--- src/rtl/apb_traffic_ctrl_pkg.sv ---
// Shared types and constants for the APB traffic-light controller:
// light states, register offsets, CTL layout and timer-word field positions.
package traffic_pkg;

  typedef enum logic [1:0] {
    ST_OFF    = 2'd0,
    ST_RED    = 2'd1,
    ST_GREEN  = 2'd2,
    ST_YELLOW = 2'd3
  } state_e;

  localparam logic [31:0] REG_CTL      = 32'h000;
  localparam logic [31:0] REG_IRQ_STAT = 32'h004;
  localparam logic [31:0] REG_IRQ_EN   = 32'h008;
  localparam logic [31:0] CH_BASE      = 32'h100;

  localparam logic [3:0] OFS_TIMER0 = 4'h0;
  localparam logic [3:0] OFS_TIMER1 = 4'h4;
  localparam logic [3:0] OFS_STAT   = 4'h8;

  localparam int CTL_MOD_EN  = 0;
  localparam int CTL_BLINK_Y = 1;
  localparam int CTL_BLINK_R = 2;
  localparam int CTL_PROFILE = 3;

  typedef struct packed {
    logic profile;
    logic blink_red;
    logic blink_yellow;
    logic mod_en;
  } ctl_t;

  localparam int G2Y_LSB = 20;
  localparam int G2Y_W   = 12;
  localparam int R2G_LSB = 8;
  localparam int R2G_W   = 12;
  localparam int Y2R_LSB = 0;
  localparam int Y2R_W   = 8;
  localparam int CNT_W   = 12;

  localparam logic [31:0] TIMER0_RST = 32'hcafe_1234;
  localparam logic [31:0] TIMER1_RST = 32'hface_5678;

  function automatic logic [CNT_W-1:0] tfield(input logic [31:0] w, input int lsb, input int width);
    logic [31:0] mask;
    mask = (32'd1 << width) - 32'd1;
    return CNT_W'((w >> lsb) & mask);
  endfunction

endpackage

--- src/rtl/apb_traffic_ctrl_if.sv ---
// APB bus bundle for the traffic controller; the slave modport faces the block.
interface apb_traffic_ctrl_if #(
  parameter int ADDR_W = 12
);
  logic [ADDR_W-1:0] paddr;
  logic [31:0]       pwdata;
  logic              psel;
  logic              penable;
  logic              pwrite;
  logic [31:0]       prdata;
  logic              pready;
  logic              pslverr;

  modport master (
    output paddr, pwdata, psel, penable, pwrite,
    input  prdata, pready, pslverr
  );

  modport slave (
    input  paddr, pwdata, psel, penable, pwrite,
    output prdata, pready, pslverr
  );
endinterface

--- src/rtl/apb_traffic_ctrl_ch.sv ---
// One intersection: light FSM, phase down-counter, blink phase and lamp decode.
// Advances only on the shared prescaler tick; frozen while a blink mode is active.
module traffic_ch
  import traffic_pkg::*;
(
  input  logic             clk,
  input  logic             rst,
  input  logic             tick,
  input  ctl_t             ctl,
  input  logic [31:0]      timer,
  output logic [1:0]       state,
  output logic [CNT_W-1:0] cnt,
  output logic [2:0]       lamp,
  output logic             red_entry
);

  localparam logic [1:0] S_OFF    = ST_OFF;
  localparam logic [1:0] S_RED    = ST_RED;
  localparam logic [1:0] S_GREEN  = ST_GREEN;
  localparam logic [1:0] S_YELLOW = ST_YELLOW;

  logic             blink;
  logic             phase;
  logic [CNT_W-1:0] g2y, r2g, y2r;

  assign g2y = tfield(timer, G2Y_LSB, G2Y_W);
  assign r2g = tfield(timer, R2G_LSB, R2G_W);
  assign y2r = tfield(timer, Y2R_LSB, Y2R_W);

  assign blink     = ctl.mod_en & (ctl.blink_red | ctl.blink_yellow);
  assign red_entry = ctl.mod_en & ~blink & tick & (state == S_YELLOW) & (cnt == '0);

  always_ff @(posedge clk or posedge rst) begin
    if (rst) begin
      state <= S_OFF;
      cnt   <= '0;
      phase <= 1'b1;
    end else begin
      // held at 1 outside blink so the first blink cycle shows the lamp lit
      phase <= blink ? (phase ^ tick) : 1'b1;
      if (!ctl.mod_en) begin
        state <= S_OFF;
        cnt   <= '0;
      end else if (!blink) begin
        if (state == S_OFF) begin
          state <= S_RED;
          cnt   <= r2g;
        end else if (tick) begin
          if (cnt != '0) begin
            cnt <= cnt - 1'b1;
          end else begin
            case (state)
              S_RED:   begin state <= S_GREEN;  cnt <= g2y; end
              S_GREEN: begin state <= S_YELLOW; cnt <= y2r; end
              default: begin state <= S_RED;    cnt <= r2g; end
            endcase
          end
        end
      end
    end
  end

  always_comb begin
    lamp = 3'b000;
    if (ctl.mod_en) begin
      if (ctl.blink_red)         lamp[0] = phase;
      else if (ctl.blink_yellow) lamp[1] = phase;
      else begin
        case (state)
          S_RED:    lamp = 3'b001;
          S_GREEN:  lamp = 3'b100;
          S_YELLOW: lamp = 3'b010;
          default:  lamp = 3'b000;
        endcase
      end
    end
  end

endmodule

--- src/rtl/apb_traffic_ctrl.sv ---
// APB-slave multi-intersection traffic-light controller with shared tick prescaler.
// Define TRAFFIC_PSLVERR_EN to flag unmapped / read-only / bad-channel accesses on pslverr.
module apb_traffic_ctrl
  import traffic_pkg::*;
#(
  parameter int NUM_CH   = 2,
  parameter int PRESCALE = 1000,
  parameter int ADDR_W   = 12
) (
  input  logic                pclk,
  input  logic                preset,
  apb_traffic_ctrl_if.slave   apb,
  output logic [3*NUM_CH-1:0] lamp_o,
  output logic                irq
);

  localparam int PW = (PRESCALE > 1) ? $clog2(PRESCALE) : 1;

  ctl_t                          ctl;
  logic [NUM_CH-1:0]             irq_stat, irq_en, red_entry;
  logic [NUM_CH-1:0][31:0]       timer0, timer1, timer_sel;
  logic [NUM_CH-1:0][1:0]        ch_state;
  logic [NUM_CH-1:0][CNT_W-1:0]  ch_cnt;
  logic [NUM_CH-1:0][2:0]        ch_lamp;

  logic [PW-1:0] pcnt;
  logic          tick;

  logic [31:0]       addr;
  logic [3:0]        ch_idx, ch_ofs;
  logic              hit_ctl, hit_stat, hit_en, ch_ok;
  logic [NUM_CH-1:0] ch_sel;
  logic              access, wr_en, rd_en;

  // ---- prescaler ----
  assign tick = ctl.mod_en & (pcnt == PW'(PRESCALE - 1));

  always_ff @(posedge pclk or posedge preset) begin
    if (preset)                  pcnt <= '0;
    else if (!ctl.mod_en || tick) pcnt <= '0;
    else                         pcnt <= pcnt + 1'b1;
  end

  // ---- address decode ----
  assign access = apb.psel & apb.penable;
  assign wr_en  = access & apb.pwrite;
  assign rd_en  = access & ~apb.pwrite;

  always_comb begin
    addr     = 32'(apb.paddr);
    ch_idx   = addr[7:4];
    ch_ofs   = addr[3:0];
    hit_ctl  = (addr == REG_CTL);
    hit_stat = (addr == REG_IRQ_STAT);
    hit_en   = (addr == REG_IRQ_EN);
    ch_ok    = (addr[31:8] == CH_BASE[31:8]) && (int'(ch_idx) < NUM_CH) &&
               (ch_ofs == OFS_TIMER0 || ch_ofs == OFS_TIMER1 || ch_ofs == OFS_STAT);
    for (int c = 0; c < NUM_CH; c++) ch_sel[c] = ch_ok && (int'(ch_idx) == c);
  end

  // ---- register file ----
  always_ff @(posedge pclk or posedge preset) begin
    if (preset) begin
      ctl      <= '0;
      irq_stat <= '0;
      irq_en   <= '0;
      for (int c = 0; c < NUM_CH; c++) begin
        timer0[c] <= TIMER0_RST;
        timer1[c] <= TIMER1_RST;
      end
    end else begin
      // a red entry on the same edge as a W1C of that bit keeps the bit set
      irq_stat <= (irq_stat & ~((wr_en && hit_stat) ? apb.pwdata[NUM_CH-1:0] : '0)) | red_entry;
      if (wr_en) begin
        if (hit_ctl) ctl    <= ctl_t'(apb.pwdata[CTL_PROFILE:CTL_MOD_EN]);
        if (hit_en)  irq_en <= apb.pwdata[NUM_CH-1:0];
        for (int c = 0; c < NUM_CH; c++) begin
          if (ch_sel[c] && ch_ofs == OFS_TIMER0) timer0[c] <= apb.pwdata;
          if (ch_sel[c] && ch_ofs == OFS_TIMER1) timer1[c] <= apb.pwdata;
        end
      end
    end
  end

  // ---- read mux ----
  always_comb begin
    apb.prdata = '0;
    if (rd_en) begin
      if (hit_ctl)  apb.prdata = {28'b0, ctl};
      if (hit_stat) apb.prdata = 32'(irq_stat);
      if (hit_en)   apb.prdata = 32'(irq_en);
      for (int c = 0; c < NUM_CH; c++) begin
        if (ch_sel[c]) begin
          case (ch_ofs)
            OFS_TIMER0: apb.prdata = timer0[c];
            OFS_TIMER1: apb.prdata = timer1[c];
            OFS_STAT:   apb.prdata = {4'b0, ch_cnt[c], 14'b0, ch_state[c]};
            default:    apb.prdata = '0;
          endcase
        end
      end
    end
  end

  assign apb.pready = 1'b1;

`ifdef TRAFFIC_PSLVERR_EN
  logic mapped, stat_wr;
  assign mapped      = hit_ctl | hit_stat | hit_en | ch_ok;
  assign stat_wr     = apb.pwrite & ch_ok & (ch_ofs == OFS_STAT);
  assign apb.pslverr = access & (~mapped | stat_wr);
`else
  assign apb.pslverr = 1'b0;
`endif

  // ---- channels ----
  for (genvar g = 0; g < NUM_CH; g++) begin : g_ch
    assign timer_sel[g] = ctl.profile ? timer1[g] : timer0[g];

    traffic_ch u_ch (
      .clk       (pclk),
      .rst       (preset),
      .tick      (tick),
      .ctl       (ctl),
      .timer     (timer_sel[g]),
      .state     (ch_state[g]),
      .cnt       (ch_cnt[g]),
      .lamp      (ch_lamp[g]),
      .red_entry (red_entry[g])
    );
  end

  assign lamp_o = ch_lamp;
  assign irq    = |(irq_stat & irq_en);

endmodule

--- src/flat_wrapper.sv ---
// flat-port wrapper written by rule: the top's interface ports become plain ports
module apb_traffic_ctrl_flat import traffic_pkg::*;
#(
  parameter int NUM_CH   = 2,
  parameter int PRESCALE = 1000,
  parameter int ADDR_W   = 12
)
  (pclk, preset, lamp_o, irq, apb_paddr, apb_pwdata, apb_psel, apb_penable, apb_pwrite, apb_prdata, apb_pready, apb_pslverr);
  apb_traffic_ctrl_if #(.ADDR_W(ADDR_W)) apb_i ();
  input  logic pclk;
  input  logic preset;
  output logic [3*NUM_CH-1:0] lamp_o;
  output logic irq;
  input wire logic [$bits(apb_i.paddr)-1:0] apb_paddr;
  input wire logic [$bits(apb_i.pwdata)-1:0] apb_pwdata;
  input wire logic [$bits(apb_i.psel)-1:0] apb_psel;
  input wire logic [$bits(apb_i.penable)-1:0] apb_penable;
  input wire logic [$bits(apb_i.pwrite)-1:0] apb_pwrite;
  output wire logic [$bits(apb_i.prdata)-1:0] apb_prdata;
  output wire logic [$bits(apb_i.pready)-1:0] apb_pready;
  output wire logic [$bits(apb_i.pslverr)-1:0] apb_pslverr;
  assign apb_i.paddr = apb_paddr;
  assign apb_i.pwdata = apb_pwdata;
  assign apb_i.psel = apb_psel;
  assign apb_i.penable = apb_penable;
  assign apb_i.pwrite = apb_pwrite;
  assign apb_prdata = apb_i.prdata;
  assign apb_pready = apb_i.pready;
  assign apb_pslverr = apb_i.pslverr;
  apb_traffic_ctrl #(.NUM_CH(NUM_CH), .PRESCALE(PRESCALE), .ADDR_W(ADDR_W)) u_core (.pclk(pclk), .preset(preset), .apb(apb_i), .lamp_o(lamp_o), .irq(irq));
endmodule
--- config.mk ---
export PLATFORM = sky130hd
export DESIGN_NAME = apb_traffic_ctrl_flat
export DESIGN_NICKNAME = d
export VERILOG_FILES = /design/src/rtl/apb_traffic_ctrl_pkg.sv /design/src/rtl/apb_traffic_ctrl_if.sv /design/src/rtl/apb_traffic_ctrl_ch.sv /design/src/rtl/apb_traffic_ctrl.sv /design/src/flat_wrapper.sv
export SDC_FILE = /design/constraint.sdc
export NUM_CORES = 1
export LEC_CHECK = 0
export ABC_CLOCK_PERIOD_IN_PS = 7800
export CAP_MARGIN = 10
export CORE_MARGIN = 1
export CORE_UTILIZATION = 45
export DETAILED_ROUTE_END_ITERATION = 10
export GPL_TIMING_DRIVEN = 0
export PLACE_DENSITY = 0.72
export SLEW_MARGIN = 20
export SYNTH_ARGS = -nofsm -noshare
export SYNTH_HDL_FRONTEND = slang
export SYNTH_SLANG_ARGS = --single-unit
--- constraint.sdc ---
create_clock -name pclk -period 7.8 [get_ports pclk]
set_clock_uncertainty 0.2 [all_clocks]
set_input_delay 1.56 -clock pclk [delete_from_list [all_inputs] [get_ports pclk]]
set_output_delay 1.56 -clock pclk [all_outputs]
set_load 0.01 [all_outputs]
==> results.json <==
{
  "fin_tns_setup_ps": 0,
  "max_stage_delay_ps": 630,
  "drt_wl_total_um": 34200,
  "fmax_mhz": 152,
  "die-width_um": 154,
  "io_buffers": 86,
  "final.fill_count": 2051,
  "netlist_area_mm2": 0.0105,
  "min_period_ps": 6560,
  "setup_viol": 0,
  "syn_to_final_growth_pct": 17.6,
  "grt_usage_pct": 29.0,
  "whs_ps": 283,
  "synth_cell_type_count": 69,
  "synthXorXnorAreaFrac_pct": 1.59,
  "place.gp.congestion": 0.977,
  "met2_usage_pct": 45.4,
  "rr_worst_depth": 7,
  "cts_buffers": 17,
  "synth.area.mux_share_pct": 23.9,
  "ctsHoldBuffers": 0,
  "fin_nets": 1138,
  "antenna_found_initial": 1,
  "crit_top_cell": "clkdlybuf4s50_1",
  "clk_pin_slew_ps": 70,
  "grt_pass1_vias": 8452,
  "met3_usage_pct": 6.67,
  "drt_iter0_drc": 902,
  "yosys.area_share.simple_pct": 11.0,
  "synth_nets": 1032,
  "min-delay-path-class": "reg2reg",
  "synth.avg_cell_area_um2": 10.8,
  "synth-main-ff-cell": "dfrtp_1",
  "dp.final_hpwl_um": 24900,
  "r2r_setup_slack_ps": 4640,
  "grt.busiest_layer": "met2",
  "grt.overflow.total": 0,
  "path_cells": "clkdlybuf4s50_1 > nor4b_2 > clkbuf_1 > buf_1 > a211oi_1 > nor3_1 > clkdlybuf4s50_1",
  "ys_seq_elements": 176,
  "drcViolationCount": 0,
  "powerDensity_mw_per_mm2": 152,
  "grt_util_met1_pct": 39.0,
  "dpl-instance-area_mm2": 0.0117,
  "design.core.area_mm2": 0.0227,
  "dieArea_mm2": 0.0239,
  "core.rowCount": 55,
  "hold_violations": 0,
  "firstDrtPassIters": 5,
  "cp_slowest_cell": "clkdlybuf4s50_1",
  "cts_resized": 0,
  "clk_path_buf_depth": 2,
  "finalInstanceArea_mm2": 0.0123,
  "clk_latency_ps": 440,
  "yosys.area_share.adder_pct": 2.03,
  "finalCritPeriodShare_pct": 84.1,
  "synth_top_area_share_pct": 24.9,
  "vias": 8823,
  "grt_pass1_wl_um": 51600,
  "syn_inst": 966,
  "yosys_warnings": 0,
  "worstPathArrival_ps": 4800,
  "initial_core_util_pct": 46.0,
  "worstSetupEndpointType": "primary output",
  "worst-setup-path-type": "in2out",
  "relSlewSlack_pct": 36.5,
  "start_kind": "input port",
  "grt_setup_unrepaired": "false",
  "peakVddDrop_uv": 142,
  "root_buffer": "clkbuf_16",
  "io_pins": 90,
  "utilization_pct": 54.2,
  "worst_slew_pin_slew_ps": 929,
  "yosysTopAreaCell": "dfrtp_1",
  "synth_edf_count": 0,
  "cts_tree": "yes",
  "cellLeakagePower_nw": 5.19,
  "ys_async_sr_fraction_pct": 100,
  "post_cts_buffers": 0,
  "status": "finished clean",
  "yosysSeqAreaShare_pct": 43.0,
  "synth_compound_area_share_pct": 14.5,
  "drv_cap": 0,
  "h-tree-depth": 4,
  "antenna_left": 0,
  "clock-sinks": 176,
  "drv_slew": 0,
  "netlist_top_cells_area": "dfrtp_1, dfstp_2, mux2_2, mux2i_1, a221oi_1",
  "wl_per_cell_um": 24.9,
  "synth_top_family_by_area": "multiplexers",
  "die_y_um": 154,
  "drive_gt1_share_pct": 28.8,
  "via_per_inst": 6.44,
  "min_path_cells": 1,
  "grt_max_degree": 107,
  "critPathMaxFanout": 10,
  "worstPathRequired_ps": 6040
}
-- sequential cells by signal, summed over array words and instances, names as in the netlist --
register	cells
u_core.g_ch.u_ch.phase	2
u_core.g_ch.u_ch.state	4
u_core.irq_stat	2
u_core.g_ch.u_ch.cnt	24
u_core.irq_en	2
u_core.timer1	64
u_core.pcnt	10
u_core.timer0	64
u_core.ctl	4
-- synth_stat cells, types with 5 or more instances --
library cell    n
dfrtp_1       104
nand3_1        14
xnor2_1        13
buf_4          10
mux2i_1        69
clkbuf_1       32
a32o_1          8
buf_1           5
xor2_1          6
a221oi_1       39
inv_1          19
a21oi_1        34
nor2b_1         5
o22a_1          5
o21ai_0        36
o22ai_1         7
a31oi_1        10
nand4_1         6
a22oi_1        14
ha_1           17
mux2_2        158
nor3_1         32
and3_1         12
nor2_1         58
dfstp_2        72
buf_2          18
a22o_1          9
a211oi_1       15
nor4_1          6
nand2_1        53
-- layer usage --
metal | vias to the layer above | wire length, um
met3 | 86 | 3230
met5 | - | 13
li1 | 3838 | -
met2 | 454 | 15500
met1 | 4443 | 14300
met4 | 2 | 1100
-- cell usage in the layout (no fill, tap or decap), drive strengths merged, types with 5 or more instances in the layout --
master,netlist,layout
o22ai,7,7
nand2,53,53
a211oi,15,15
xnor2,13,13
and3,12,12
ha,17,17
clkbuf,34,51
inv,19,28
a21oi,34,34
nand4,6,6
o21ai,40,40
nor2b,5,5
dfstp,72,72
a221oi,39,39
o22a,5,5
dfrtp,104,104
a32o,8,8
a31oi,10,10
nor2,59,59
clkinv,0,6
clkdlybuf4s50,0,86
mux2i,69,69
nor3,32,32
xor2,6,6
nor4,10,10
mux2,161,161
buf,35,36
nand3,15,15
a22o,9,9
a22oi,14,14
-- kinds of logic (layout without fill, tap and decap cells) --
| group | count (synthesis) | after routing |
|---|---|---|
| flip-flops | 176 | 176 |
| buffers and inverters | 88 | 207 |
| AND/OR/NAND/NOR | 222 | 222 |
| adder cells (fa/ha/maj) | 17 | 17 |
| XOR/XNOR | 19 | 19 |
| other | 2 | 3 |
| AO/OA/AOI/OAI | 212 | 212 |
| multiplexers | 230 | 230 |
-- final timing paths --
| kind | startpoint | to |
|---|---|---|
| max | apb_paddr[1] | apb_prdata[19] |
| min | u_core.pcnt[0]$_DFF_PP0_ | u_core.pcnt[0]$_DFF_PP0_ |
| max reg2reg | u_core.ctl[3]$_DFFE_PP0P_ | u_core.g_ch[1].u_ch.cnt[5]$_DFFE_PP0P_ |
| min reg2reg | u_core.pcnt[0]$_DFF_PP0_ | u_core.pcnt[0]$_DFF_PP0_ |
| max in group asynchronous | preset | u_core.g_ch[1].u_ch.phase$_DFF_PP1_ |
| min in group asynchronous | preset | u_core.timer0[38]$_DFFE_PP0P_ |
-- worst max-delay path: cells and delay by family --
| family | cells | cell delay, ps |
|---|---|---|
| buffers and inverters | 4 | 2120 |
| AND/OR/NAND/NOR | 2 | 950 |
| AO/OA/AOI/OAI | 1 | 160 |
-- per-stage QoR --
step	std cells	worst slack (ps)	power, mW
6_report	1371	1240	1.87
3_3_place_gp	1337	-955	1.02
5_1_grt	1370	1110	1.92
4_1_cts	1370	1310	1.87
3_5_place_dp	1338	1310	1.02
2_1_floorplan	966	1390	0.970
-- report_power, final --
part           internal [mW]  switching [mW]
Clock                  0.432           0.429
Combinational         0.0343          0.0596
Sequential             0.914        0.000229
-- cell type report --
type | instances | area (um^2) | area share (%)
multi-input cells | 702 | 5550 | 45.1
flip-flops and latches | 176 | 4490 | 36.5
repair buffers | 87 | 888 | 7.22
clock buffers | 17 | 425 | 3.46
well taps | 285 | 357 | 2.90
plain buffers | 69 | 337 | 2.74
clock inverters | 15 | 165 | 1.34
inverters | 19 | 78.8 | 0.641
diodes | 1 | 2.50 | 0.0203
(Power assumes the default switching activity.)
